===== config.mk =====
export PLATFORM = sky130hd
export DESIGN_NAME = vga_fb_arbiter_flat
export DESIGN_NICKNAME = d
export VERILOG_FILES = /design/src/rtl/vga_fb_arbiter_if.sv /design/src/rtl/vga_fb_arbiter.sv /design/src/flat_wrapper.sv
export SDC_FILE = /design/constraint.sdc
export NUM_CORES = 1
export LEC_CHECK = 0
export ABC_AREA = 1
export CORE_MARGIN = 1.5
export CORE_UTILIZATION = 40
export DETAILED_ROUTE_END_ITERATION = 16
export HOLD_SLACK_MARGIN = 0.03
export PLACE_DENSITY = 0.67
export SYNTH_ARGS = -nofsm -noshare
export SYNTH_HDL_FRONTEND = slang
export SYNTH_SLANG_ARGS = --single-unit

===== constraint.sdc =====
create_clock -name pxl_clk -period 2.6 [get_ports pxl_clk]
set_input_delay 0.26 -clock pxl_clk [delete_from_list [all_inputs] [get_ports pxl_clk]]
set_output_delay 0.26 -clock pxl_clk [all_outputs]
set_load 0.02 [all_outputs]

===== src/rtl/vga_fb_arbiter_if.sv =====
// Writer request/acknowledge channel for the frame-buffer arbiter.
//   wr_req  : writer wants a write. It holds the request, address and data
//             until it sees wr_ack.
//   wr_addr : frame-buffer address to write.
//   wr_data : pixel to write.
//   wr_ack  : one-cycle pulse in the cycle the write is presented to the RAM.
// Modports: master = pixel writer (drawing engine / CPU bridge),
//           slave  = arbiter.
interface vga_fb_arbiter_if #(
    parameter int ADDR_W = 17,
    parameter int DATA_W = 12
);
    logic              wr_req;
    logic [ADDR_W-1:0] wr_addr;
    logic [DATA_W-1:0] wr_data;
    logic              wr_ack;

    modport master (output wr_req, output wr_addr, output wr_data, input wr_ack);
    modport slave  (input wr_req, input wr_addr, input wr_data, output wr_ack);
endinterface


===== src/rtl/vga_fb_arbiter.sv =====
// Frame-buffer arbiter: owns the single-port pixel RAM and shares it between
// the display prefetch FIFO and a req/ack pixel writer. All logic is in the
// pixel clock domain.
// Ports:
//   pxl_clk, rst (synchronous, active low)
//   frame_start        : restart fetching from address 0 (flushes the FIFO)
//   pix_rd / pix_data / pix_valid : first-word fall-through display FIFO
//   underrun           : sticky, pix_rd seen while the FIFO was empty
//   wr_if (slave)      : writer req/ack channel
//   mem_en/mem_we/mem_addr/mem_wdata/mem_rdata : RAM port, rdata one cycle
//                        after the read is presented
// Build option: define VGA_FB_ARB_UNDERRUN_CNT_EN to add a 16-bit saturating
// underrun event counter on output underrun_cnt.
//
// state | meaning
// DONE  | frame fully fetched (or after reset): writer only
// FLUSH | one cycle after frame_start: FIFO emptied, no RAM access
// RUN   | fetching the frame, arbitrating against the writer
module vga_fb_arbiter #(
    parameter int ADDR_W     = 17,
    parameter int DATA_W     = 12,
    parameter int FRAME_PIX  = 76800,
    parameter int FIFO_DEPTH = 16,
    parameter int LOW_WATER  = 8
) (
    input  logic              pxl_clk,
    input  logic              rst,
    input  logic              frame_start,
    input  logic              pix_rd,
    output logic [DATA_W-1:0] pix_data,
    output logic              pix_valid,
    output logic              underrun,
`ifdef VGA_FB_ARB_UNDERRUN_CNT_EN
    output logic [15:0]       underrun_cnt,
`endif
    vga_fb_arbiter_if.slave   wr_if,
    output logic              mem_en,
    output logic              mem_we,
    output logic [ADDR_W-1:0] mem_addr,
    output logic [DATA_W-1:0] mem_wdata,
    input  logic [DATA_W-1:0] mem_rdata
);
    localparam int PTR_W = $clog2(FIFO_DEPTH);
    localparam int LVL_W = PTR_W + 1;

    typedef enum logic [1:0] {ST_DONE = 2'd0, ST_FLUSH = 2'd1, ST_RUN = 2'd2} state_t;

    state_t            state_q, state_d;
    logic [ADDR_W-1:0] fetch_addr_q, fetch_addr_d;
    logic [LVL_W-1:0]  level_q, level_d;
    logic [PTR_W-1:0]  wr_ptr_q, wr_ptr_d, rd_ptr_q, rd_ptr_d;
    logic [DATA_W-1:0] fifo_q [FIFO_DEPTH];
    logic [DATA_W-1:0] fifo_d [FIFO_DEPTH];
    logic [DATA_W-1:0] last_q, last_d;
    logic              rd_issue_q, rd_issue_d;  // read presented to RAM this cycle
    logic              rd_pend_q, rd_pend_d;    // read data on mem_rdata this cycle
    logic              underrun_q, underrun_d;
    logic              mem_en_q, mem_en_d, mem_we_q, mem_we_d, wr_ack_q, wr_ack_d;
    logic [ADDR_W-1:0] mem_addr_q, mem_addr_d;
    logic [DATA_W-1:0] mem_wdata_q, mem_wdata_d;

    logic [LVL_W:0]    occupancy;
    logic              fetch_ok, wr_ok, low_level, empty;
    logic              grant_fetch, grant_write, push, pop;

    // Reads already granted but not yet in the FIFO still claim a slot,
    // which is what keeps the push from ever overflowing.
    assign occupancy = {1'b0, level_q} + (LVL_W + 1)'(rd_issue_q) + (LVL_W + 1)'(rd_pend_q);
    assign fetch_ok  = (state_q == ST_RUN) && (occupancy < (LVL_W + 1)'(FIFO_DEPTH));
    assign low_level = level_q < LVL_W'(LOW_WATER);
    assign empty     = (level_q == '0);
    // A request seen in its own ack cycle is the one just served.
    assign wr_ok     = wr_if.wr_req && !wr_ack_q && (state_q != ST_FLUSH);

    always_comb begin
        state_d      = state_q;
        fetch_addr_d = fetch_addr_q;
        wr_ptr_d     = wr_ptr_q;
        rd_ptr_d     = rd_ptr_q;
        fifo_d       = fifo_q;
        last_d       = last_q;
        underrun_d   = underrun_q | (pix_rd && empty);
        mem_en_d     = 1'b0;
        mem_we_d     = 1'b0;
        mem_addr_d   = '0;
        mem_wdata_d  = '0;
        wr_ack_d     = 1'b0;
        grant_fetch  = 1'b0;
        grant_write  = 1'b0;
        push         = 1'b0;
        pop          = 1'b0;

        if (!frame_start) begin
            if (fetch_ok && low_level) begin
                grant_fetch = 1'b1;
            end else if (wr_ok) begin
                grant_write = 1'b1;
            end else if (fetch_ok) begin
                grant_fetch = 1'b1;
            end
            push = rd_pend_q;
            pop  = pix_rd && !empty;
        end

        if (push) begin
            fifo_d[wr_ptr_q] = mem_rdata;
            wr_ptr_d         = wr_ptr_q + PTR_W'(1);
        end
        if (pop) begin
            last_d   = fifo_q[rd_ptr_q];
            rd_ptr_d = rd_ptr_q + PTR_W'(1);
        end
        level_d    = level_q + LVL_W'(push) - LVL_W'(pop);
        rd_issue_d = grant_fetch;
        rd_pend_d  = rd_issue_q && !frame_start;

        if (grant_fetch) begin
            mem_en_d     = 1'b1;
            mem_addr_d   = fetch_addr_q;
            fetch_addr_d = fetch_addr_q + ADDR_W'(1);
        end
        if (grant_write) begin
            mem_en_d    = 1'b1;
            mem_we_d    = 1'b1;
            mem_addr_d  = wr_if.wr_addr;
            mem_wdata_d = wr_if.wr_data;
            wr_ack_d    = 1'b1;
        end

        if (frame_start) begin
            state_d      = ST_FLUSH;
            fetch_addr_d = '0;
            level_d      = '0;
            wr_ptr_d     = '0;
            rd_ptr_d     = '0;
        end else begin
            case (state_q)
                ST_FLUSH: state_d = ST_RUN;
                ST_RUN:   if (grant_fetch && fetch_addr_q == ADDR_W'(FRAME_PIX - 1)) state_d = ST_DONE;
                default:  state_d = state_q;
            endcase
        end
    end

    always_ff @(posedge pxl_clk) begin
        if (!rst) begin
            state_q      <= ST_DONE;
            fetch_addr_q <= '0;
            level_q      <= '0;
            wr_ptr_q     <= '0;
            rd_ptr_q     <= '0;
            last_q       <= '0;
            rd_issue_q   <= 1'b0;
            rd_pend_q    <= 1'b0;
            underrun_q   <= 1'b0;
            mem_en_q     <= 1'b0;
            mem_we_q     <= 1'b0;
            mem_addr_q   <= '0;
            mem_wdata_q  <= '0;
            wr_ack_q     <= 1'b0;
        end else begin
            state_q      <= state_d;
            fetch_addr_q <= fetch_addr_d;
            level_q      <= level_d;
            wr_ptr_q     <= wr_ptr_d;
            rd_ptr_q     <= rd_ptr_d;
            last_q       <= last_d;
            rd_issue_q   <= rd_issue_d;
            rd_pend_q    <= rd_pend_d;
            underrun_q   <= underrun_d;
            mem_en_q     <= mem_en_d;
            mem_we_q     <= mem_we_d;
            mem_addr_q   <= mem_addr_d;
            mem_wdata_q  <= mem_wdata_d;
            wr_ack_q     <= wr_ack_d;
        end
    end

    // Storage needs no reset: an empty FIFO shows last_q, never the array.
    always_ff @(posedge pxl_clk) begin
        fifo_q <= fifo_d;
    end

    assign pix_valid    = !empty;
    assign pix_data     = empty ? last_q : fifo_q[rd_ptr_q];
    assign underrun     = underrun_q;
    assign mem_en       = mem_en_q;
    assign mem_we       = mem_we_q;
    assign mem_addr     = mem_addr_q;
    assign mem_wdata    = mem_wdata_q;
    assign wr_if.wr_ack = wr_ack_q;

`ifdef VGA_FB_ARB_UNDERRUN_CNT_EN
    logic [15:0] ucnt_q, ucnt_d;

    always_comb begin
        ucnt_d = ucnt_q;
        if (pix_rd && empty && ucnt_q != 16'hFFFF) ucnt_d = ucnt_q + 16'd1;
    end

    always_ff @(posedge pxl_clk) begin
        if (!rst) ucnt_q <= '0;
        else      ucnt_q <= ucnt_d;
    end

    assign underrun_cnt = ucnt_q;
`endif
endmodule


===== src/flat_wrapper.sv =====
// flat-port wrapper written by rule: the top's interface ports become plain ports
module vga_fb_arbiter_flat 
#(
    parameter int ADDR_W     = 17,
    parameter int DATA_W     = 12,
    parameter int FRAME_PIX  = 76800,
    parameter int FIFO_DEPTH = 16,
    parameter int LOW_WATER  = 8
)
  (pxl_clk, rst, frame_start, pix_rd, pix_data, pix_valid, underrun, mem_en, mem_we, mem_addr, mem_wdata, mem_rdata, wr_if_wr_req, wr_if_wr_addr, wr_if_wr_data, wr_if_wr_ack);
  vga_fb_arbiter_if #(.ADDR_W(ADDR_W), .DATA_W(DATA_W)) wr_if_i ();
  input  logic pxl_clk;
  input  logic rst;
  input  logic frame_start;
  input  logic pix_rd;
  output logic [DATA_W-1:0] pix_data;
  output logic pix_valid;
  output logic underrun;
  output logic mem_en;
  output logic mem_we;
  output logic [ADDR_W-1:0] mem_addr;
  output logic [DATA_W-1:0] mem_wdata;
  input  logic [DATA_W-1:0] mem_rdata;
  input wire logic [$bits(wr_if_i.wr_req)-1:0] wr_if_wr_req;
  input wire logic [$bits(wr_if_i.wr_addr)-1:0] wr_if_wr_addr;
  input wire logic [$bits(wr_if_i.wr_data)-1:0] wr_if_wr_data;
  output wire logic [$bits(wr_if_i.wr_ack)-1:0] wr_if_wr_ack;
  assign wr_if_i.wr_req = wr_if_wr_req;
  assign wr_if_i.wr_addr = wr_if_wr_addr;
  assign wr_if_i.wr_data = wr_if_wr_data;
  assign wr_if_wr_ack = wr_if_i.wr_ack;
  vga_fb_arbiter #(.ADDR_W(ADDR_W), .DATA_W(DATA_W), .FRAME_PIX(FRAME_PIX), .FIFO_DEPTH(FIFO_DEPTH), .LOW_WATER(LOW_WATER)) u_core (.pxl_clk(pxl_clk), .rst(rst), .frame_start(frame_start), .pix_rd(pix_rd), .pix_data(pix_data), .pix_valid(pix_valid), .underrun(underrun), .wr_if(wr_if_i), .mem_en(mem_en), .mem_we(mem_we), .mem_addr(mem_addr), .mem_wdata(mem_wdata), .mem_rdata(mem_rdata));
endmodule

After elaboration in Yosys (flattened, before gate mapping):

Index checks and enable logic that the tools add are counted.

* add/sub/neg operators: 7
* order comparisons: 5
* equality and inequality tests: 6
* muxes and demuxes: 24
* bitwise gates (word level): 4
* reduce and logical (&&, ||, !) cells: 19

Operators with widths (count)
* $bwmux 192: 1
* $bmux 12 s4: 1
* $demux 12 s4: 1
* $mux 12: 4
* $mux 17: 2
* $add 17x1->17 const B: 1
* $eq 17x17->1 const B: 1
* $mux 1: 13
* $ge 5x5->1 const B: 2
* $not 4->5: 2
* $logic_and 1x1->1: 9
* $add 4x1->4 const B: 2
* $add 5x1->6: 1
* $add 6x1->6: 1
* $lt 6x5->1 const B: 1
* $reduce_and 2->1: 3
* $add 5x1->5: 1
* $logic_not 5->1: 1
* $lt 5x1->1 const B: 1
* $lt 5x4->1 const B: 1
* $sub 5x1->5: 1
* $pmux 2 s2: 1
* $logic_not 1->1: 3
* $ne 3x3->1 const B: 1
* 10 further kinds: 10

* flip-flop bits (word level): 270
* input bits: 46
* output and inout port bits: 46
* word-level logic and storage cells: 95

Logic depth before layout (Yosys ltp):

Gate-level depths: netlist of the first run.

* depth in word-level cells: 12
* gate-level depth with buffers: 14
* depth with buffers taken out: 13

Worst setup path after synthesis of the first run:

OpenSTA, ideal clock, no wires.

* path kind: register to register
* start: reg u_core.level_q[2]
* end: reg u_core.level_q[4]
* setup time: 0.122 ns
* data arrival time: 2.401 ns
* data required time: 2.478 ns
* setup slack: 0.077 ns
* cell stages (with the launch flop): 15
* buffers on the path: 1
* clock period less this slack: 2.523 ns
* cells stage by stage: dfxtp_1 -> inv_1 -> ha_1 -> nand4_4 -> nand2_1 -> nor2_4 -> buf_2 -> ha_1 -> inv_1 -> ha_1 -> fa_1 -> a21oi_1 -> o21ai_0 -> o21ai_0 -> a21oi_1

* word-level cells in the longest chain between the ends: 5
* elaborated cells between the ends (all ways): 6
* those cells by class: add/sub (2); mux (1); reduce/logical (3)

RTL lines
* from (decl): RTL line vga_fb_arbiter.sv:50 `logic [LVL_W-1:0] level_q, level_d;`
* from (signal assigned): RTL line vga_fb_arbiter.sv:164 `level_q <= level_d;`
* $logic_not 5->1: RTL line vga_fb_arbiter.sv:71 `assign empty = (level_q == '0);`
* $logic_not 1->1: RTL line vga_fb_arbiter.sv:102 `pop = pix_rd && !empty;`
* $logic_and 1x1->1: RTL line vga_fb_arbiter.sv:102
* $mux 1: RTL line vga_fb_arbiter.sv:93 `if (!frame_start) begin`
* net u_core.pop: RTL line vga_fb_arbiter.sv:64 `logic grant_fetch, grant_write, push, pop;`
* $sub 5x1->5: RTL line vga_fb_arbiter.sv:113 `level_d = level_q + LVL_W'(push) - LVL_W'(pop);`

The timed path passes the listed nets, and every way through them passes these cells.
A chain may end at the register's enable or synchronous reset.

Final worst setup path of the first run:

* start: reg u_core.rd_ptr_q[0]
* end: out pix_data[9]

* word-level cells in the longest chain between the ends: 5

RTL lines
* from (decl): RTL line vga_fb_arbiter.sv:51 `logic [PTR_W-1:0] wr_ptr_q, wr_ptr_d, rd_ptr_q, rd_ptr_d;`
* from (signal assigned): RTL line vga_fb_arbiter.sv:166 `rd_ptr_q <= rd_ptr_d;`
* $not 4->5 (not written as such): RTL line vga_fb_arbiter.sv:185 `assign pix_data = empty ? last_q : fifo_q[rd_ptr_q];`
* $bmux 12 s4: RTL line vga_fb_arbiter.sv:185
* $mux 12 (not written as such) (2 in series): RTL line vga_fb_arbiter.sv:185
* $mux 12: RTL line vga_fb_arbiter.sv:185
* to (decl): RTL line flat_wrapper.sv:16 `output logic [DATA_W-1:0] pix_data;`

No other way between the ends. The select of a mux whose other input is x is not followed.

==> run metrics, run 1 <==
result of the run=completed; Min-Delay Startpoint=wr_if_wr_data[1]; clock root buffer=clkbuf_16; leakage power=approximately 5 nW; sequential group share of total power=49.5%; total grt overflow=0; leading post-synthesis cells by instance count=nor2_1, edfxtp_1, nand2_1, o21ai_0; actual transition at the worst max-transition pin=between 0.7 and 0.8 ns; vias in the first global route=8112; endpoint of the worst hold-timing path=u_core.mem_wdata[1]; depth of the most critical reg-to-reg path=13; switching part of the total=22.6%; die area=29400 µm²; remaining antenna violation count=0; share of flip-flops with an asynchronous set or reset=0%; top cells by area, synth=edfxtp_1, dfxtp_1, nor2_1; type of origin of the critical path=register; setup-violating endpoint count in the final report=0; Cell Area, Synth=11300 µm²; synthesis-to-layout area growth=21.8%; floorplan core area=27900 µm²; internal power=7.29 mW; Avg Synthesized Cell Area=10.2 µm²; Clock Latency Late Sink=0.54 ns; critical path endpoint category=output port; Clk network pwr share=42.6%; global-route wire length before repair=43500 µm; number of violations of the max-capacitance limit=0; final worst hold slack=0.240 ns; critical register-to-register path startpoint=u_core.level_q[3]; clock buffer depth=3; worst stage delay on the critical path=roughly 0.42 ns; max-slew violation total from the final report=0; number of DRC violations after detailed routing=0; Core Rows=61; critical path, cell by cell=buf_12 > nor2_1 > nor2_1 > o21ai_0 > nand3_1 > nand3_2 > nand2_1 > nand2_1 > o21ai_1 > clkdlybuf4s15_2; critical register-to-register path endpoint=u_core.level_q[4]; Tot GR Track Use=19.2%; area share of the largest cell type after synthesis=50.8%; Die Span Y=171 µm; number of antenna violations at the first check in global routing=0; aggregate negative setup slack=0 ns; average routed wire per standard cell=17.2 µm; HPWL reported at the end of detailed placement=approximately 18000 µm; top achievable clock speed=approximately 400 MHz; data required time at the worst endpoint=2.34 ns; total number of H-tree levels=1; sequential area share after synthesis=64.6%; routability cong.=0.880; setup repair after global routing missed its margin=yes; signal arrival time at the worst endpoint=2.25 ns; TritonCTS clock tree=yes; horizontal die dimension=171 µm; via count=roughly 8200; Tightest Hold Check Type=input pin to register; Final nets=1292; register bit total from synthesis=270; switching power=around 2.1 mW; final critical delay including setup and external delays=2.51 ns; IO Pins=92; post-CTS setup buffer count=0; Final Hold Violating Endpoints=0; number of buffers added to fix hold violations after cts=0; Max IR drop VDD=0.492 mV; relative max-transition margin=48.7%; hold depth=3; number of DRC violations after detailed-routing iteration 0=613; largest area contributor in the netlist=edfxtp_1; number of buffers and inverters on the critical path=2; 1st-pass router iterations=5; starting density of the core=40.7%; number of synthesis warnings=0; combinational share of power=about 8%; setup slack, reg-to-reg=0.19 ns; Pwr per Cell Area=682 nW/µm²; clock-pin slew of the registers on the worst-case setup and hold paths=0.06 ns; layout cell share with drive strength beyond 1=a little over a tenth; library cell contributing the largest single delay on the critical path=dfxtp_4; total wire length=around 28000 µm; power consumption=9.42 mW; number of buffers added by the clock tree synthesis step=28; Fill cells=roughly 2500; share of the clock period used by the worst path=a little over nine tenths; Crit path max-delay family=simple AND/OR/NAND/NOR gates; Main synth FF type=edfxtp_1; synthesized instance count=between 1000 and 1500; Via-to-Cell Ratio=between 5 and 6; final clock skew=0.0175 ns; n_diodes=0; total of buffers placed on input and output ports=91; count leader, synth=nor2_1; Num Clock Sinks=270; syn_nets=about 1200; pin count of the biggest net entering global routing=44; Yosys cell types=35; worst-path maximum fanout=43; WS Path Type=register to output port; number of enable flip-flop cells after synthesis=around 190
==> power by group through the flow <==
stage | Clock [mW] | Combinational, mW | Sequential [mW]
after CTS | 4.07 | 0.766 | 4.66
after global routing | 4.26 | 0.826 | 4.66
after detailed placement | 0 | 0.783 | 4.75
after global placement | 0 | 0.776 | 4.75
after floorplan | 0 | 0.400 | 4.76
final | 4.01 | 0.751 | 4.66
==> cell families after synthesis <==
logic type | Yosys count | share of synthesized area [%]
fa+ha+maj | 18 | 2.05
flops | 270 | 64.6
simple gates | 470 | 17.6
compound gates | 189 | 8.94
buf+inv | 158 | 5.97
xor+xnor | 11 | 0.850
==> layer usage <==
layer,vias up,share of wire [%],wire length [µm],track usage [%]
met5,-,0,0,0
met2,215,50,13800,33.5
met3,53,4.9,1370,2.85
met4,0,3.7,1040,7.51
met1,3886,42,11700,24.2
li1,4001,-,-,-
==> worst min-delay path: cells and delay by family <==
family                 cells  cell delay (ns)
AND/OR/NAND/NOR            1             0.04
buffers and inverters      2             0.44
==> flip-flops by register name (all words and copies together) (netlist names), 2 cells and up <==
signal / cells
u_core.fetch_addr_q: 17
u_core.fifo_q: 192
u_core.last_q: 12
u_core.level_q: 5
u_core.mem_addr: 17
u_core.mem_wdata: 12
u_core.rd_ptr_q: 4
u_core.state_q: 2
u_core.wr_ptr_q: 4
==> timing repair <==
action / CTS / global route
resized for setup: 34 / 28
setup endpoints to repair: 13 / 12
cloned: 0 / 1
==> cell type report <==
| type | count | area [µm²] | share of cell area (%) |
|---|---|---|---|
| Sequential cell | 270 | 7330 | 53.1 |
| Multi-Input combinational cell | 688 | 3380 | 24.4 |
| Clock inverter | 20 | 214 | 1.55 |
| Clock buffer | 31 | 712 | 5.15 |
| Inverter | 103 | 394 | 2.85 |
| Timing Repair Buffer | 137 | 1310 | 9.47 |
| Tap cell | 378 | 473 | 3.42 |
==> worst max path at each step <==
stage          cells after the start           endpoint  slack, ns          startpoint
2_1_floorplan                     14  u_core.level_q[4]       0.08   u_core.level_q[2]
3_3_place_gp                      11  u_core.level_q[4]       0.15              pix_rd
3_5_place_dp                      11  u_core.level_q[4]       0.13              pix_rd
4_1_cts                           10        pix_data[0]     -0.003  u_core.rd_ptr_q[1]
5_1_grt                           11        pix_data[0]      -0.05  u_core.rd_ptr_q[0]
6_report                          10        pix_data[9]       0.09  u_core.rd_ptr_q[0]
==> stage by stage <==
stage	util [%]	instance area (µm²)	setup slack (ns)	std cells
6_report	49.6	13800	0.0946	1627
5_1_grt	49.6	13800	-0.0545	1627
4_1_cts	49.5	13800	-0.00250	1626
3_5_place_dp	46.2	12900	0.127	1575
3_3_place_gp	46.2	12900	0.147	1575
2_1_floorplan	-	11300	0.0767	1116
==> cell usage in the layout, fill, tap and decap left out, types with 3 or more instances in the layout <==
master,instances
o21ai_0,104
o21ai_1,16
clkbuf_16,29
nand4_1,10
buf_2,7
nand3_2,8
clkbuf_1,3
xnor2_1,3
inv_1,96
ha_1,16
edfxtp_1,192
clkbuf_2,3
inv_2,4
buf_12,6
clkinv_2,9
nor2_4,3
buf_4,38
nand3_1,89
clkinv_1,4
o211ai_1,24
dfxtp_1,76
nand2_1,135
nor2_1,213
nor3_1,6
a21oi_1,42
xor2_1,8
bufinv_16,4
clkdlybuf4s50_1,78
(Power assumes the default switching activity.)
==> run 2: changes to the inputs <==
--- a/config.mk
+++ b/config.mk
@@ -11,6 +11,7 @@
 export DETAILED_ROUTE_END_ITERATION = 16
 export HOLD_SLACK_MARGIN = 0.03
 export PLACE_DENSITY = 0.67
+export SLEW_MARGIN = 25
 export SYNTH_ARGS = -nofsm -noshare
 export SYNTH_HDL_FRONTEND = slang
 export SYNTH_SLANG_ARGS = --single-unit
==> results of run 2 <==
Same layout as run 1: the final DEF is identical, and so are final timing and power.
==> run 3: changes to the inputs <==
--- a/config.mk
+++ b/config.mk
@@ -5,13 +5,13 @@
 export SDC_FILE = /design/constraint.sdc
 export NUM_CORES = 1
 export LEC_CHECK = 0
-export ABC_AREA = 1
 export CORE_MARGIN = 1.5
 export CORE_UTILIZATION = 40
 export DETAILED_ROUTE_END_ITERATION = 16
 export HOLD_SLACK_MARGIN = 0.03
 export PLACE_DENSITY = 0.67
-export SLEW_MARGIN = 25
+export SLEW_MARGIN = 20
 export SYNTH_ARGS = -nofsm -noshare
 export SYNTH_HDL_FRONTEND = slang
 export SYNTH_SLANG_ARGS = --single-unit
+export TNS_END_PERCENT = 30
==> run metrics, run 3 <==
final worst hold slack=0.286 ns (was 0.240 ns); critical register-to-register path endpoint=u_core.level_q[4] (unchanged); Main synth FF type=edfxtp_1 (unchanged); clock root buffer=clkbuf_16 (unchanged); floorplan core area=26800 µm² (was 27900 µm²); global-route wire length before repair=36900 µm (was 43500 µm); share of the clock period used by the worst path=105% (was 96.4%); worst setup slack before clock tree synthesis=0.0205 ns (was 0.127 ns); horizontal die dimension=168 µm (was 171 µm); via count=6337 (was 8155); Cell Area, Placed=12700 µm² (was 12900 µm²); Core Rows=60 (was 61); total wire length=23600 µm (was 28000 µm); critical path, cell by cell=buf_6 > buf_16 > mux4_2 > mux2_2 > o21ai_1 > o21ai_1 > buf_2 (was buf_12 > nor2_1 > nor2_1 > o21ai_0 > nand3_1 > nand3_2 > nand2_1 > nand2_1 > o21ai_1 > clkdlybuf4s15_2); switching power=2.09 mW (was 2.13 mW); Final Hold Violating Endpoints=0 (unchanged); WS Path Type=register to output port (unchanged); internal power=7.02 mW (was 7.29 mW); Pwr per Cell Area=665 nW/µm² (was 682 nW/µm²); Clk network pwr share=41.3% (was 42.6%); pin count of the biggest net entering global routing=39 (was 44); TritonCTS clock tree=yes (unchanged); total grt overflow=0 (unchanged); worst stage delay on the critical path=0.48 ns (was 0.42 ns); number of violations of the max-capacitance limit=0 (unchanged); total number of H-tree levels=1 (unchanged); Max IR drop VDD=0.567 mV (was 0.492 mV); synthesis-to-layout area growth=26.4% (was 21.8%); number of DRC violations after detailed routing=0 (unchanged); Cell Area, Synth=10800 µm² (was 11300 µm²); HPWL reported at the end of detailed placement=14900 µm (was 17700 µm); final clock skew=0.0431 ns (was 0.0175 ns); Sequential Area=7330 µm² (unchanged); Fill cells=2200 (was 2450); total of buffers placed on input and output ports=91 (unchanged); signal arrival time at the worst endpoint=2.47 ns (was 2.25 ns); depth of the most critical reg-to-reg path=16 (was 13); Die Span Y=168 µm (was 171 µm); leading post-synthesis cells by instance count=edfxtp_1, dfxtp_1, nand2_1, mux4_2, nor2_1 (was nor2_1, edfxtp_1, nand2_1, o21ai_0); combinational share of power=7.5% (was 8.0%); n_diodes=0 (unchanged); critical path endpoint category=output port (unchanged); Tightest Hold Check Type=input pin to register (unchanged); endpoint of the worst hold-timing path=u_core.mem_wdata[5] (was u_core.mem_wdata[1]); most common library cell in the layout ignoring fill and taps=edfxtp_1 (was nor2_1); type of origin of the critical path=register (unchanged); Yosys cell types=47 (was 35); utilization of the core after routing=51.1% (was 49.6%); remaining antenna violation count=0 (unchanged); Via-to-Cell Ratio=5.22 (was 5.01); area share of the largest cell type after synthesis=53.2% (was 50.8%); number of buffers added to fix hold violations after cts=0 (unchanged); routability cong.=0.770 (was 0.880); library cell contributing the largest single delay on the critical path=mux4_2 (was dfxtp_4); data required time at the worst endpoint=2.34 ns (about the same); worst-path maximum fanout=8 (was 43); Avg Synthesized Cell Area=15.0 µm² (was 10.2 µm²); Crit path max-delay family=multiplexers (was simple AND/OR/NAND/NOR gates); number of enable flip-flop cells after synthesis=192 (unchanged); max FFs per register=192 (unchanged); CP dominant cell by count=o21ai_1; setup-violating endpoint count in the final report=12 (was 0); fin area=13700 µm² (was 13800 µm²); most flop-heavy register=u_core.fifo_q (unchanged); syn_nets=785 (was 1180); slack of the critical path=-0.132 ns (was 0.0946 ns); clock buffer depth=3 (unchanged); die area=28100 µm² (was 29400 µm²); synthesized instance count=721 (was 1116); final critical delay including setup and external delays=2.73 ns (was 2.51 ns); number of synthesis warnings=0 (unchanged); violations in the final reports=negative setup slack; number of antenna violations at the first check in global routing=0 (unchanged); average routed wire per standard cell=19.4 µm (was 17.2 µm); number of buffers added by the clock tree synthesis step=28 (unchanged); Num Clock Sinks=270 (unchanged); IO Pins=92 (unchanged); top achievable clock speed=366 MHz (was 399 MHz); 1st-pass router iterations=5 (unchanged); layout cell share with drive strength beyond 1=23.2% (was 10.5%); number of DRC violations after detailed-routing iteration 0=441 (was 613); actual transition at the worst max-transition pin=0.566 ns (was 0.767 ns); cell total after placement=1155 (was 1575); vias in the first global route=6513 (was 8112); Final nets=914 (was 1292); setup repair after global routing missed its margin=yes (unchanged); Tot GR Track Use=17.1% (was 19.2%); power consumption=9.11 mW (was 9.42 mW); max-slew violation total from the final report=0 (unchanged); top cells by area, synth=edfxtp_1, dfxtp_1, mux4_2 (was edfxtp_1, dfxtp_1, nor2_1); starting density of the core=40.4% (was 40.7%); sequential group share of total power=51.2% (was 49.5%); clock-pin slew of the registers on the worst-case setup and hold paths=0.06 ns (about the same); aggregate negative setup slack=-0.850 ns (was 0 ns); sequential area share after synthesis=67.6% (was 64.6%); register bit total from synthesis=270 (unchanged); share of flip-flops with an asynchronous set or reset=0% (unchanged); relative max-transition margin=62.1% (was 48.7%); Clock Latency Late Sink=0.57 ns (was 0.54 ns); result of the run=finished, violations left (was completed); critical register-to-register path startpoint=u_core.level_q[3] (unchanged); number of buffers and inverters on the critical path=3 (was 2); switching part of the total=22.9% (was 22.6%); non-filler instance count after layout=1213 (was 1627); leakage power=4.43 nW (was 4.96 nW); largest area contributor in the netlist=edfxtp_1 (unchanged); Min-Delay Startpoint=wr_if_wr_data[5] (was wr_if_wr_data[1]); highest-count cells in the layout ignoring fill and taps=edfxtp_1, clkdlybuf4s50_1, dfxtp_1 (was nor2_1, edfxtp_1, nand2_1); hold depth=2 (was 3); area occupied by multi-input gates=3380 µm² (about the same); count leader, synth=edfxtp_1 (was nor2_1); setup slack, reg-to-reg=0.12 ns (was 0.19 ns)
## run 3: cells by family after synthesis
kind of cell,after synthesis,share of synthesized area [%]
mux,74,12.5
xor+xnor,17,1.37
compound gates,93,5.16
flops,270,67.6
buf+inv,58,2.25
fa+ha+maj,18,2.15
simple gates,191,8.94
## run 3: cell type report
| cell class | instances | area share (%) |
|---|---|---|
| flip-flops and latches | 270 | 53.5 |
| multi-input cells | 393 | 24.7 |
| repair buffers | 142 | 11.8 |
| clock buffers | 36 | 5.55 |
| well taps | 341 | 3.11 |
| clock inverters | 16 | 0.877 |
| inverters | 15 | 0.429 |
## run 3: how the worst max path moves through the flow
| stage | cells after the start | start | to | slack (ns) |
|---|---|---|---|---|
| 5_1_grt | 8 | u_core.rd_ptr_q[1] | pix_data[9] | -0.21 |
| 2_1_floorplan | 17 | u_core.level_q[2] | u_core.level_q[4] | -0.17 |
| 4_1_cts | 8 | u_core.rd_ptr_q[1] | pix_data[3] | -0.13 |
| 6_report | 7 | u_core.rd_ptr_q[1] | pix_data[7] | -0.13 |
| 3_3_place_gp | 7 | u_core.rd_ptr_q[1] | pix_data[4] | 0.04 |
| 3_5_place_dp | 7 | u_core.rd_ptr_q[1] | pix_data[4] | 0.02 |
## run 3: layer usage
metal	vias to the layer above	part of all wire (%)	track usage, %	wire length, µm
met5	-	0	0	0
met4	0	2.0	4.15	474
met3	33	5.2	2.58	1230
met2	182	50	30.0	11800
met1	3143	43	22.2	10100
li1	2979	-	-	-
## run 3: repair_timing
item	in CTS	in global routing
setup buffers	3	0
gates cloned	3	0
endpoints found under the setup margin	12	13
pin swaps	2	5
gates resized for setup	96	12
## run 3: power groups by stage
stage | Combinational (mW) | Clock (mW) | Sequential, mW
finish | 0.687 | 3.76 | 4.66
global route | 0.741 | 4.00 | 4.66
CTS | 0.682 | 3.85 | 4.66
detailed placement | 0.696 | 0 | 4.75
global placement | 0.693 | 0 | 4.75
floorplan | 0.329 | 0 | 4.77
